[src/rtl/f_select_divider_pkg.sv]
// rtl/f_select_divider_pkg.sv - shared widths, depth and half-period ratio table
package f_select_divider_pkg;

  localparam int WIDTH_DIR_DEF  = 5;
  localparam int WIDTH_DATA_DEF = 28;
  localparam int DEPTH_DEF      = 28;

  // Half-period count (in clk cycles) for each select index.
  // Out-of-range indices and zero entries yield 1 so the counter
  // terminal (half-1) can never underflow.
  function automatic logic [31:0] ratio_half(input logic [31:0] idx);
    logic [31:0] v;
    case (idx)
      32'd0:   v = 32'd50_000_000;
      32'd1:   v = 32'd5_000_000;
      32'd2:   v = 32'd2_500_000;
      32'd3:   v = 32'd2_000_000;
      32'd4:   v = 32'd1_000_000;
      32'd5:   v = 32'd500_000;
      32'd6:   v = 32'd250_000;
      32'd7:   v = 32'd200_000;
      32'd8:   v = 32'd100_000;
      32'd9:   v = 32'd66_667;
      32'd10:  v = 32'd50_000;
      32'd11:  v = 32'd5_000;
      32'd12:  v = 32'd2_500;
      32'd13:  v = 32'd2_000;
      32'd14:  v = 32'd1_000;
      32'd15:  v = 32'd665;
      32'd16:  v = 32'd500;
      32'd17:  v = 32'd250;
      32'd18:  v = 32'd200;
      32'd19:  v = 32'd100;
      32'd20:  v = 32'd65;
      32'd21:  v = 32'd50;
      32'd22:  v = 32'd12;
      32'd23:  v = 32'd10;
      32'd24:  v = 32'd8;
      32'd25:  v = 32'd6;
      32'd26:  v = 32'd4;
      32'd27:  v = 32'd2;
      default: v = 32'd1;
    endcase
    if (v == 32'd0) v = 32'd1;
    return v;
  endfunction

endpackage

[src/rtl/f_ratio_rom.sv]
// rtl/f_ratio_rom.sv - registered ratio table lookup with invalid-index flag
// Ports:
//   clk, rst  : clock, synchronous active-high reset
//   dir       : select index, sampled every cycle
//   data      : half-period count for the index sampled last cycle
//   invalid   : high when the index sampled last cycle is >= DEPTH
module f_ratio_rom
  import f_select_divider_pkg::*;
#(
  parameter int WIDTH_DIR  = WIDTH_DIR_DEF,
  parameter int WIDTH_DATA = WIDTH_DATA_DEF,
  parameter int DEPTH      = DEPTH_DEF
) (
  input  logic                  clk,
  input  logic                  rst,
  input  logic [WIDTH_DIR-1:0]  dir,
  output logic [WIDTH_DATA-1:0] data,
  output logic                  invalid
);

  localparam logic [31:0] DEPTH_U = 32'(DEPTH);
  localparam logic [WIDTH_DATA-1:0] HALF0_RAW = WIDTH_DATA'(ratio_half(32'd0));
  localparam logic [WIDTH_DATA-1:0] HALF0 =
    (HALF0_RAW == '0) ? WIDTH_DATA'(1) : HALF0_RAW;

  logic [31:0]           dir_ext;
  logic [WIDTH_DATA-1:0] lookup;
  logic [WIDTH_DATA-1:0] data_d, data_q;
  logic                  invalid_d, invalid_q;

  assign dir_ext = 32'(dir);

  always_comb begin
    lookup = WIDTH_DATA'(ratio_half(dir_ext));
    if (lookup == '0) lookup = WIDTH_DATA'(1);
    invalid_d = (dir_ext >= DEPTH_U);
    // Invalid indices keep the last good data; the consumer ignores it anyway.
    data_d = invalid_d ? data_q : lookup;
  end

  always_ff @(posedge clk) begin
    if (rst) begin
      data_q    <= HALF0;
      invalid_q <= 1'b0;
    end else begin
      data_q    <= data_d;
      invalid_q <= invalid_d;
    end
  end

  assign data    = data_q;
  assign invalid = invalid_q;

endmodule

[src/rtl/f_select_divider.sv]
// rtl/f_select_divider.sv - programmable 50% clock divider with glitch-free ratio change
// Ports:
//   clk, rst  : clock, synchronous active-high reset
//   dir       : ratio select index
//   en        : count enable (0 freezes counter and outputs)
//   restart   : synchronous phase restart, applies any pending ratio
//   clk_out   : divided clock, period 2*half cycles
//   tick      : one-cycle strobe per half-period terminal
//   sel_done  : one-cycle pulse when a new ratio is applied
//   sel_err   : high while the registered index is out of range
module f_select_divider
  import f_select_divider_pkg::*;
#(
  parameter int WIDTH_DIR  = WIDTH_DIR_DEF,
  parameter int WIDTH_DATA = WIDTH_DATA_DEF,
  parameter int DEPTH      = DEPTH_DEF
) (
  input  logic                 clk,
  input  logic                 rst,
  input  logic [WIDTH_DIR-1:0] dir,
  input  logic                 en,
  input  logic                 restart,
  output logic                 clk_out,
  output logic                 tick,
  output logic                 sel_done,
  output logic                 sel_err
);

  localparam logic [WIDTH_DATA-1:0] ONE = WIDTH_DATA'(1);
  localparam logic [WIDTH_DATA-1:0] HALF0_RAW = WIDTH_DATA'(ratio_half(32'd0));
  localparam logic [WIDTH_DATA-1:0] HALF0 = (HALF0_RAW == '0) ? ONE : HALF0_RAW;

  logic [WIDTH_DATA-1:0] rom_data;
  logic                  rom_invalid;

  f_ratio_rom #(
    .WIDTH_DIR (WIDTH_DIR),
    .WIDTH_DATA(WIDTH_DATA),
    .DEPTH     (DEPTH)
  ) u_rom (
    .clk    (clk),
    .rst    (rst),
    .dir    (dir),
    .data   (rom_data),
    .invalid(rom_invalid)
  );

  // Index registered alongside the ROM so it lines up with rom_data.
  logic [WIDTH_DIR-1:0]  dir_d, dir_q;
  logic [WIDTH_DATA-1:0] cnt_d, cnt_q;
  logic                  clk_out_d, clk_out_q;
  logic                  tick_d, tick_q;
  logic                  sel_done_d, sel_done_q;
  logic                  pending_d, pending_q;
  logic [WIDTH_DATA-1:0] new_half_d, new_half_q;
  logic [WIDTH_DIR-1:0]  new_dir_d, new_dir_q;
  logic [WIDTH_DATA-1:0] cur_half_d, cur_half_q;
  logic [WIDTH_DIR-1:0]  cur_dir_d, cur_dir_q;
  logic                  terminal;

  always_comb begin
    dir_d      = dir;
    cnt_d      = cnt_q;
    clk_out_d  = clk_out_q;
    tick_d     = 1'b0;
    sel_done_d = 1'b0;
    pending_d  = pending_q;
    new_half_d = new_half_q;
    new_dir_d  = new_dir_q;
    cur_half_d = cur_half_q;
    cur_dir_d  = cur_dir_q;
    terminal   = en && (cnt_q == cur_half_q - ONE);

    if (restart) begin
      cnt_d     = '0;
      clk_out_d = 1'b0;
      if (pending_q) begin
        cur_half_d = new_half_q;
        cur_dir_d  = new_dir_q;
        pending_d  = 1'b0;
        sel_done_d = 1'b1;
      end
    end else if (en) begin
      // Track the latest valid request; returning to the active index cancels it.
      if (!rom_invalid) begin
        if (dir_q != cur_dir_q) begin
          pending_d  = 1'b1;
          new_half_d = rom_data;
          new_dir_d  = dir_q;
        end else begin
          pending_d = 1'b0;
        end
      end
      if (terminal) begin
        cnt_d     = '0;
        clk_out_d = ~clk_out_q;
        tick_d    = 1'b1;
        // Ratio switches only on a half-period boundary, so no runt pulse.
        // A request arriving this same cycle is picked up next cycle.
        if (pending_q) begin
          cur_half_d = new_half_q;
          cur_dir_d  = new_dir_q;
          pending_d  = 1'b0;
          sel_done_d = 1'b1;
        end
      end else begin
        cnt_d = cnt_q + ONE;
      end
    end
  end

  always_ff @(posedge clk) begin
    if (rst) begin
      dir_q      <= '0;
      cnt_q      <= '0;
      clk_out_q  <= 1'b0;
      tick_q     <= 1'b0;
      sel_done_q <= 1'b0;
      pending_q  <= 1'b0;
      new_half_q <= HALF0;
      new_dir_q  <= '0;
      cur_half_q <= HALF0;
      cur_dir_q  <= '0;
    end else begin
      dir_q      <= dir_d;
      cnt_q      <= cnt_d;
      clk_out_q  <= clk_out_d;
      tick_q     <= tick_d;
      sel_done_q <= sel_done_d;
      pending_q  <= pending_d;
      new_half_q <= new_half_d;
      new_dir_q  <= new_dir_d;
      cur_half_q <= cur_half_d;
      cur_dir_q  <= cur_dir_d;
    end
  end

  assign clk_out  = clk_out_q;
  assign tick     = tick_q;
  assign sel_done = sel_done_q;
  assign sel_err  = rom_invalid;

endmodule
[config.mk]
export PLATFORM = sky130hd
export DESIGN_NAME = f_select_divider
export DESIGN_NICKNAME = d
export VERILOG_FILES = /design/src/rtl/f_select_divider_pkg.sv /design/src/rtl/f_ratio_rom.sv /design/src/rtl/f_select_divider.sv
export SDC_FILE = /design/constraint.sdc
export NUM_CORES = 1
export LEC_CHECK = 0
export ABC_AREA = 0
export BUFFER_PORTS_ARGS = -buffer_cell sky130_fd_sc_hd__buf_2
export CAP_MARGIN = 20
export CORE_ASPECT_RATIO = 0.5
export CORE_MARGIN = 2
export CORE_UTILIZATION = 30
export CTS_CLUSTER_SIZE = 12
export DETAILED_ROUTE_END_ITERATION = 7
export GPL_ROUTABILITY_DRIVEN = 0
export PLACE_DENSITY_LB_ADDON = 0.12
export SLEW_MARGIN = 20
export SYNTH_ARGS = -nofsm -noshare
export SYNTH_HDL_FRONTEND = slang
export SYNTH_SLANG_ARGS = --single-unit
export TNS_END_PERCENT = 5
[constraint.sdc]
create_clock -name clk -period 5.6 [get_ports clk]
set_clock_uncertainty 0.1 [all_clocks]
set_input_delay 1.12 -clock clk [delete_from_list [all_inputs] [get_ports clk]]
set_output_delay 1.12 -clock clk [all_outputs]
set_load 0.02 [all_outputs]
==> results_dict.tcl, run 1 <==
set metrics [dict create \
    status "completed" \
    fmax_mhz 278.1 \
    start_util_pct 30.66 \
    yosysTopAreaCellShare_pct 38.03 \
    layout.nets 747 \
    yosysTopAreaCell "dfxtp_1" \
    drt_iter0_markers 284 \
    cts_tree "done" \
    routedWlPerCell_um 14.81 \
    synth_common_cells "dfxtp_1, nor2_1, mux2i_1, nand2_1, nand2b_1" \
    comb_power_share_pct 6.7 \
    min-delay-start "u_rom.data[1]$_SDFFE_PP0N_" \
    clock_tree.root_cell "clkbuf_16" \
    synthesis.area_mm2 0.006316 \
    cts_sinks 120 \
    syn_avg_cell_area_um2 8.478 \
    cp_cell_sequence "inv_1 -> ha_1 -> nor2b_1 -> a31oi_1 -> or3_1 -> nor4_1 -> o2111ai_1 -> nor4_4 -> o21ai_4 -> buf_4 -> mux2i_1" \
    hold_buffers 0 \
    ys_ff_latch 120 \
    synth_cell_type_count 67 \
    clk_latency_ns 0.41 \
    p_leak_nw 2.856 \
    drv_slew 0 \
    startpoint_type "flip-flop" \
    coreArea_mm2 0.02060 \
    first_pass_iters 4 \
    rr_startpoint "cur_half_q[0]$_SDFFE_PP0P_" \
    dp_hpwl_mm 10.47 \
    critPathArrivalTime_ns 3.77 \
    maxSlewHeadroom_pct 39.65 \
    grt_pass1_vias 4674 \
    htreeDepth 4 \
    track_usage_pct 14.15 \
    wl_mm 15.05 \
    synthMostInstantiatedCell "dfxtp_1" \
    p_per_area_mw_per_mm2 301.4 \
    cts_buffers 17 \
    port_buffers 12 \
    synth_flop_cell "dfxtp_1" \
    clkPwrFrac_pct 51.4 \
    gr-total-overflow 0 \
    syn_to_final_growth_pct 12.22 \
    peakVddDrop_mv 0.1671 \
    instances_no_fill 1016 \
    min_to "u_rom.data[1]$_SDFFE_PP0N_" \
    async_flop_share_pct 0 \
    drc 0 \
    grt_pass1_wl_mm 25.03 \
    yosys_warnings 0 \
    rows 37 \
    synth.area.top_cells "dfxtp_1, mux2i_1, nor2_1" \
    cts_setup_buffers 0 \
    grt_max_degree 86 \
    syn-num-nets 762 \
    antenna_left 0 \
    synth_edf_count 0 \
    intPower_mw 1.600 \
    path_class "reg2reg" \
    setup_viol 0 \
    reg2reg_slack_ns 2.00 \
    via_per_inst 4.888 \
    reg2regPathDepth 11 \
    clk_pin_slew_ns 0.06 \
    rsz0062_at_grt "no" \
    dp.cells 984 \
    max_cap_violations 0 \
    period_minus_slack_ns 3.596 \
    netlist_instances 745 \
    nFillCells 2125 \
    hold_class "reg2reg" \
    worst_ep_required_time_ns 5.78 \
    clockBufferDepth 2 \
    hold_depth 2 \
    power_switching_uw 536.6 \
    num_vias 4966 \
    tns_ns 0 \
    min_period_over_period_pct 64.22 \
    end_kind "flip-flop" \
    cpPeakStageDelay_ns 0.51 \
    crit-reg2reg-capture "cur_half_q[22]$_SDFFE_PP1P_" \
    antenna_found_initial 0 \
    die_h_um 106.6 \
    sw_frac_of_total_pct 25.12 \
    crit_fanout 30 \
    ys_seq_area_share_pct 38.03 \
    layout-drive-gt1-share_pct 8.210 \
    seqPwrFrac_pct 41.9 \
    finalHoldViolations 0 \
    tightest_slew_ns 0.9053 \
    fp.dieW_um 209.2 \
    post_cts_resized 0 \
    antenna_cells 0 \
    fin_util_pct 34.41 \
    die_area_mm2 0.02230 \
    boundaryPins 13 \
    slowest_stage "nor2b_1" \
]
==> kinds of logic after synthesis <==
kind of cell	count (synthesis)	synth area share [%]
simple gates	316	25.65
flops	120	38.03
compound gates	112	12.12
buf+inv	76	5.685
xor+xnor	61	8.677
mux	52	8.241
fa+ha+maj	8	1.585
==> worst max path at each step <==
stage | start | to | cells past startpoint
finish | cur_half_q[0]$_SDFFE_PP0P_ | cur_half_q[22]$_SDFFE_PP1P_ | 11
global route | cur_half_q[0]$_SDFFE_PP0P_ | cur_dir_q[0]$_SDFFE_PP0P_ | 11
CTS | cur_half_q[0]$_SDFFE_PP0P_ | cur_dir_q[4]$_SDFFE_PP0P_ | 11
detailed placement | en | cur_half_q[4]$_SDFFE_PP0P_ | 9
global placement | en | cur_half_q[15]$_SDFFE_PP1P_ | 9
floorplan | dir[0] | u_rom.data[0]$_SDFFE_PP0N_ | 11
==> worst max-delay path: cells and delay by family (launching register included) <==
family / cells / cell delay, ns
AO/OA/AOI/OAI: 3 / 0.48
AND/OR/NAND/NOR: 4 / 1.80
buffers and inverters: 2 / 0.37
adder cells (fa/ha/maj): 1 / 0.18
multiplexers: 1 / 0.17
flip-flops: 1 / 0.34
==> power groups by stage <==
stage	logic, mW	clock network [mW]	registers [mW]
2_1_floorplan	0.114	0	0.908
3_3_place_gp	0.145	0	0.913
3_5_place_dp	0.143	0	0.914
4_1_cts	0.144	1.12	0.895
5_1_grt	0.160	1.16	0.897
6_report	0.144	1.10	0.895
==> per-layer routing <==
layer / global-route usage (%) / vias up / share of wire (%)
met5: 0 / - / 0
met4: 5.204 / 0 / 1.4
met3: 2.724 / 16 / 3.1
met2: 20.29 / 81 / 41
met1: 20.85 / 2321 / 55
li1: - / 2548 / -
==> per-stage QoR <==
step / area (um2) / hold WS [ns] / power [mW] / worst slack, ns
global placement: 6492 / 0.3470 / 1.058 / 1.859
floorplan: 6316 / 0.3356 / 1.022 / 2.244
finish: 7088 / 0.3566 / 2.136 / 2.004
CTS: 7088 / 0.3583 / 2.163 / 1.917
global route: 7088 / 0.3775 / 2.220 / 1.716
detailed placement: 6492 / 0.3493 / 1.057 / 1.824
==> layout by cell type (no fill, tap or decap), types with 3 or more instances in the layout <==
cell,instances
xnor2_1,32
and3_1,5
clkbuf_16,17
nor4b_1,4
xor2_1,28
nor3_1,18
nor2b_1,11
nand3b_1,3
a211oi_1,4
nand3_1,21
dfxtp_1,120
o21ai_0,15
a31oi_1,10
nand2_1,43
and3b_1,3
nor2_1,118
or3_1,7
a311oi_1,3
buf_4,4
a221o_1,6
nand4_1,10
o2111ai_1,3
nor4_1,9
o2bb2ai_1,3
clkinvlp_4,3
inv_6,4
a211o_1,13
a21oi_1,32
o211ai_1,5
inv_1,26
nand2b_1,42
clkinv_4,3
mux2i_1,52
buf_2,11
ha_1,8
==> sequential cells by signal, indices dropped and copies added (netlist names), 5 cells and up <==
register / flops
cnt_q: 28
cur_dir_q: 5
cur_half_q: 24
dir_q: 5
new_dir_q: 5
new_half_q: 24
u_rom.data: 24
==> layout make-up <==
type / count / area (um2) / share of cell area, %
Tap cell: 273 / 341.6 / 4.819
Clock buffer: 18 / 429.2 / 6.055
Timing Repair Buffer: 15 / 85.08 / 1.200
Sequential cell: 120 / 2402 / 33.89
Multi-Input combinational cell: 549 / 3562 / 50.26
Clock inverter: 14 / 166.4 / 2.348
Inverter: 27 / 101.3 / 1.430
No activity file was read; power rests on OpenSTA's default activity.
==> inputs of run 2 (changes only) <==
clock period = 3.6 ns   (was 5.6 ns; I/O delays follow)
==> run 2 against run 1 <==
  * Fmax is 5.1% higher
  * Clock power up 68%
  * Sequential power up 55%
  * Die area stayed put
  * Largest power group unchanged
  * Largest cell class unchanged
  * Critical path depth decreased by 1
  * Cell area grew 1.6%
  * Register-to-register slack worse by 1.8 ns
  * Critical endpoint is now cnt_q[19]$_SDFFE_PP0P_
  * Routed wire length decreased by 0.17%
  * Highest routed layer unchanged
  * Via count is 0.87% higher
==> results_dict.tcl, run 2 (same netlist as run 1, synthesis figures left out) <==
set metrics [dict create \
    status "completed" \
    peakVddDrop_mv 0.2527 \
    seqPwrFrac_pct 40.1 \
    via_per_inst 4.892 \
    max_cap_violations 0 \
    antenna_found_initial 0 \
    layout-drive-gt1-share_pct 9.321 \
    routedWlPerCell_um 14.67 \
    wl_mm 15.02 \
    clkPwrFrac_pct 53.3 \
    port_buffers 12 \
    cp_num_buf_inv 1 \
    syn_to_final_growth_pct 14.06 \
    fin_util_pct 34.97 \
    cts_buffers 17 \
    cpPeakStageDelay_ns 0.59 \
    layout.nets 755 \
    startpoint_type "flip-flop" \
    tightest_slew_ns 0.6027 \
    comb_power_share_pct 6.6 \
    end_kind "flip-flop" \
    critPathArrivalTime_ns 3.61 \
    clock_tree.root_cell "clkbuf_16" \
    rows 37 \
    cp_cell_sequence "inv_1 -> ha_1 -> nor2b_1 -> a31oi_1 -> or3_1 -> nor4_1 -> o2111ai_1 -> or4_4 -> nand2_4 -> nor2_1" \
    path_class "reg2reg" \
    drt_iter0_markers 317 \
    drv_slew 0 \
    fin_hold_ws_ns 0.3531 \
    reg2reg_slack_ns 0.18 \
    sw_frac_of_total_pct 24.20 \
    boundaryPins 13 \
    crit_fanout 26 \
    antenna_left 0 \
    fmax_mhz 292.1 \
    rsz0062_at_grt "no" \
    coreArea_mm2 0.02060 \
    finalHoldViolations 0 \
    worst_ep_required_time_ns 3.78 \
    antenna_cells 0 \
    die_area_mm2 0.02230 \
    clk_latency_ns 0.41 \
    maxSlewHeadroom_pct 59.73 \
    hold_buffers 0 \
    post_cts_resized 0 \
    top_register "cnt_q" \
    fp.dieW_um 209.2 \
    start_util_pct 30.66 \
    p_per_area_mw_per_mm2 481.8 \
    fin_ws_ns 0.1768 \
    grt_max_degree 54 \
    track_usage_pct 14.16 \
    slowest_stage "or4_4" \
    grt_pass1_vias 4648 \
    cts_setup_buffers 0 \
    grt_pass1_wl_mm 25.12 \
    largest_reg_flops 28 \
    tns_ns 0 \
    hold_class "reg2reg" \
    first_pass_iters 5 \
    clockBufferDepth 2 \
    num_vias 5009 \
    min_period_over_period_pct 95.09 \
    power_switching_uw 839.9 \
    drc 0 \
    layout_commonest_cell "dfxtp_1" \
    layout_common_cells "dfxtp_1, nor2_1, mux2i_1" \
    p_leak_nw 2.930 \
    setup_viol 0 \
    intPower_mw 2.631 \
    cts_tree "done" \
    crit_family "simple AND/OR/NAND/NOR gates" \
    p_total_mw 3.471 \
    period_minus_slack_ns 3.423 \
    dp_slack_ns 0.1443 \
    htreeDepth 4 \
    clk_pin_slew_ns 0.06 \
    dp_hpwl_mm 10.63 \
    die_h_um 106.6 \
    gr-total-overflow 0 \
    cts_sinks 120 \
]
[run 2: changes by cell type in the layout (fill, tap and decap cells not counted), sizes merged]
cell	previous run	this run
bufinv	2	4
clkinv	4	5
buf	15	23
clkbuf	18	17
clkinvlp	3	1
[run 2: metal layers]
layer / GRT usage [%] / vias up / wire length (um) / share of wire [%]
met5: 0 / - / 0 / 0
met4: 4.898 / 0 / 142 / 0.95
met3: 2.402 / 11 / 381 / 2.5
met2: 20.26 / 78 / 6211 / 41
met1: 21.21 / 2338 / 8284 / 55
li1: - / 2582 / - / -
[run 2: final timing paths]
check                                           startpoint                         end  cells past startpoint
worst max-delay path            cur_half_q[0]$_SDFFE_PP0P_      cnt_q[19]$_SDFFE_PP0P_                     10
worst min-delay path            u_rom.data[5]$_SDFFE_PP0N_  u_rom.data[5]$_SDFFE_PP0N_                      2
worst max register to register  cur_half_q[0]$_SDFFE_PP0P_      cnt_q[19]$_SDFFE_PP0P_                     10
worst min register to register  u_rom.data[5]$_SDFFE_PP0N_  u_rom.data[5]$_SDFFE_PP0N_                      2
[run 2: worst reg2reg max path, delay by kind of cell (launching register included)]
family / cells / cell delay, ns
fa+ha+maj: 1 / 0.18
compound gates: 2 / 0.42
buf+inv: 1 / 0.07
flops: 1 / 0.34
simple gates: 6 / 2.21
[run 2: through the flow]
step	instance area [um2]	std cells
2_1_floorplan	6316	745
3_3_place_gp	6565	992
3_5_place_dp	6565	992
4_1_cts	7204	1024
5_1_grt	7204	1024
6_report	7204	1024
[run 2: layout make-up]
class	instances	area [um2]
inverter	27	101.3
clock buffer	17	425.4
sequential	120	2402
clock inverter	15	214.0
timing repair buffer	23	157.7
multi-input combinational	549	3562
fill	2148	13400
tap	273	341.6
[run 2: power by group through the flow]
stage	combinational [mW]	clock (mW)	sequential [mW]
after detailed placement	0.231	0	1.42
after floorplan	0.177	0	1.41
after global placement	0.234	0	1.42
after global routing	0.256	1.97	1.40
final	0.230	1.85	1.39
after CTS	0.232	1.90	1.39
==> inputs of run 3 (changes only) <==
CTS_CLUSTER_DIAMETER = 50   (was unset)
SETUP_SLACK_MARGIN = 0.2   (was unset)
==> run 3 against run 2 <==
  * Cell count is the same
  * Sequential share of layout area is essentially flat
  * Clock-buffer cell count is the same
  * Critical path depth is the same
  * Fmax grew 6.0%
  * Largest cell class unchanged
  * Critical path type unchanged
  * Critical endpoint unchanged
  * Cell area grew 0.14%
==> results_dict.tcl, run 3 (same netlist as run 1, synthesis figures left out) <==
set metrics [dict create \
    setup_viol 0 \
    clock_tree.root_cell "clkbuf_16" \
    gr-total-overflow 0 \
    crit-reg2reg-capture "cnt_q[19]$_SDFFE_PP0P_" \
    cpPeakStageDelay_ns 0.59 \
    rsz0062_at_grt "no" \
    layout-drive-gt1-share_pct 9.720 \
    nFillCells 2150 \
    grt_pass1_wl_mm 25.14 \
    wl_mm 15.02 \
    port_buffers 12 \
    num_vias 5015 \
    largest_reg_flops 28 \
    grt_max_degree 54 \
    p_per_area_mw_per_mm2 481.1 \
    cp_cell_sequence "inv_1 -> ha_1 -> nor2b_2 -> a31oi_1 -> or3_1 -> nor4_1 -> o2111ai_1 -> or4_4 -> nand2_4 -> nor2_1" \
    coreArea_mm2 0.02060 \
    p_leak_nw 2.934 \
    cts_buffers 17 \
    place_area_mm2 0.006565 \
    maxSlewHeadroom_pct 62.10 \
    top_register "cnt_q" \
    die_h_um 106.6 \
    tns_ns 0 \
    rows 37 \
    clk_pin_slew_ns 0.06 \
    fin_area_mm2 0.007214 \
    period_minus_slack_ns 3.230 \
    antenna_found_initial 0 \
    tightest_slew_ns 0.5634 \
    dp_hpwl_mm 10.63 \
    reg2regPathDepth 10 \
    drc 0 \
    clk_latency_ns 0.41 \
    layout_common_cells "dfxtp_1, nor2_1, mux2i_1" \
    startpoint_type "flip-flop" \
    critPathArrivalTime_ns 3.41 \
    first_pass_iters 4 \
    antenna_cells 0 \
    p_total_mw 3.471 \
    slowest_stage "or4_4" \
    end_kind "flip-flop" \
    min_to "u_rom.data[5]$_SDFFE_PP0N_" \
    syn_to_final_growth_pct 14.22 \
    via_per_inst 4.897 \
    die_area_mm2 0.02230 \
    track_usage_pct 14.17 \
    cts_tree "done" \
    layout_commonest_cell "dfxtp_1" \
    worst_ep_required_time_ns 3.78 \
    reg2reg_slack_ns 0.37 \
    hold_depth 2 \
    status "completed" \
    rr_startpoint "cur_half_q[0]$_SDFFE_PP0P_" \
    finalHoldViolations 0 \
    layout.nets 755 \
    grt_pass1_vias 4650 \
    drt_iter0_markers 306 \
    fmax_mhz 309.6 \
    drv_slew 0 \
    routedWlPerCell_um 14.67 \
    path_class "reg2reg" \
    min-delay-start "u_rom.data[5]$_SDFFE_PP0N_" \
    antenna_left 0 \
    min_period_over_period_pct 89.71 \
    cts_sinks 120 \
    htreeDepth 4 \
    boundaryPins 13 \
    peakVddDrop_mv 0.2534 \
    hold_class "reg2reg" \
    max_cap_violations 0 \
    start_util_pct 30.66 \
    clockBufferDepth 2 \
    fp.dieW_um 209.2 \
    crit_fanout 26 \
]
run 3: critical path, delay by kind of cell (launching register included):
kind            cells  cell delay [ns]
simple gates        6             2.01
compound gates      2             0.38
flops               1             0.34
fa+ha+maj           1             0.18
buf+inv             1             0.07
run 3: power by group:
part	internal (mW)	leakage (nW)	switching [mW]	total, mW
registers	1.37	0.978	0.0247	1.39
logic	0.0876	1.65	0.142	0.230
clock network	1.18	0.311	0.673	1.85
run 3: area by class of cell:
cell class	instances	area, um2	share of cell area, %
flip-flops and latches	120	2402	33.30
repair buffers	23	157.7	2.185
inverters	27	101.3	1.405
well taps	273	341.6	4.735
multi-input cells	549	3572	49.51
clock buffers	17	425.4	5.897
clock inverters	15	214.0	2.966
run 3: timing repair:
action / CTS / global route
setup endpoints to repair: 34 / 55
resized for setup: 1 / 2
setup buffers: 0 / 0
pin swaps: 0 / 1
hold buffers: 0 / 0
run 3: worst max-delay path by stage:
| stage | start | end | slack, ns | depth (start not counted) |
|---|---|---|---|---|
| final | cur_half_q[0]$_SDFFE_PP0P_ | cnt_q[19]$_SDFFE_PP0P_ | 0.37 | 10 |
| after CTS | cur_half_q[3]$_SDFFE_PP0P_ | cnt_q[19]$_SDFFE_PP0P_ | 0.31 | 8 |
| after global routing | cur_half_q[0]$_SDFFE_PP0P_ | cnt_q[20]$_SDFFE_PP0P_ | 0.21 | 10 |
| after global placement | cur_half_q[0]$_SDFFE_PP0P_ | cnt_q[26]$_SDFFE_PP0P_ | 0.23 | 10 |
| after floorplan | dir[0] | u_rom.data[0]$_SDFFE_PP0N_ | 0.64 | 11 |
| after detailed placement | cur_half_q[0]$_SDFFE_PP0P_ | cnt_q[24]$_SDFFE_PP0P_ | 0.14 | 10 |
run 3: stage by stage:
step	setup slack, ns	std cells	util (%)	hold slack, ns
after CTS	0.3106	1024	34.98	0.3557
after global placement	0.2312	992	31.87	0.3440
final	0.3704	1024	35.02	0.3530
after global routing	0.2058	1024	35.02	0.3829
after detailed placement	0.1443	992	31.87	0.3468
after floorplan	0.6438	745	-	0.3356
run 3: layer usage:
layer	vias up	GRT usage (%)	share of wire (%)
met4	0	4.898	0.95
met2	77	20.26	41
met5	-	0	0
met3	11	2.402	2.7
met1	2346	21.23	55
li1	2581	-	-
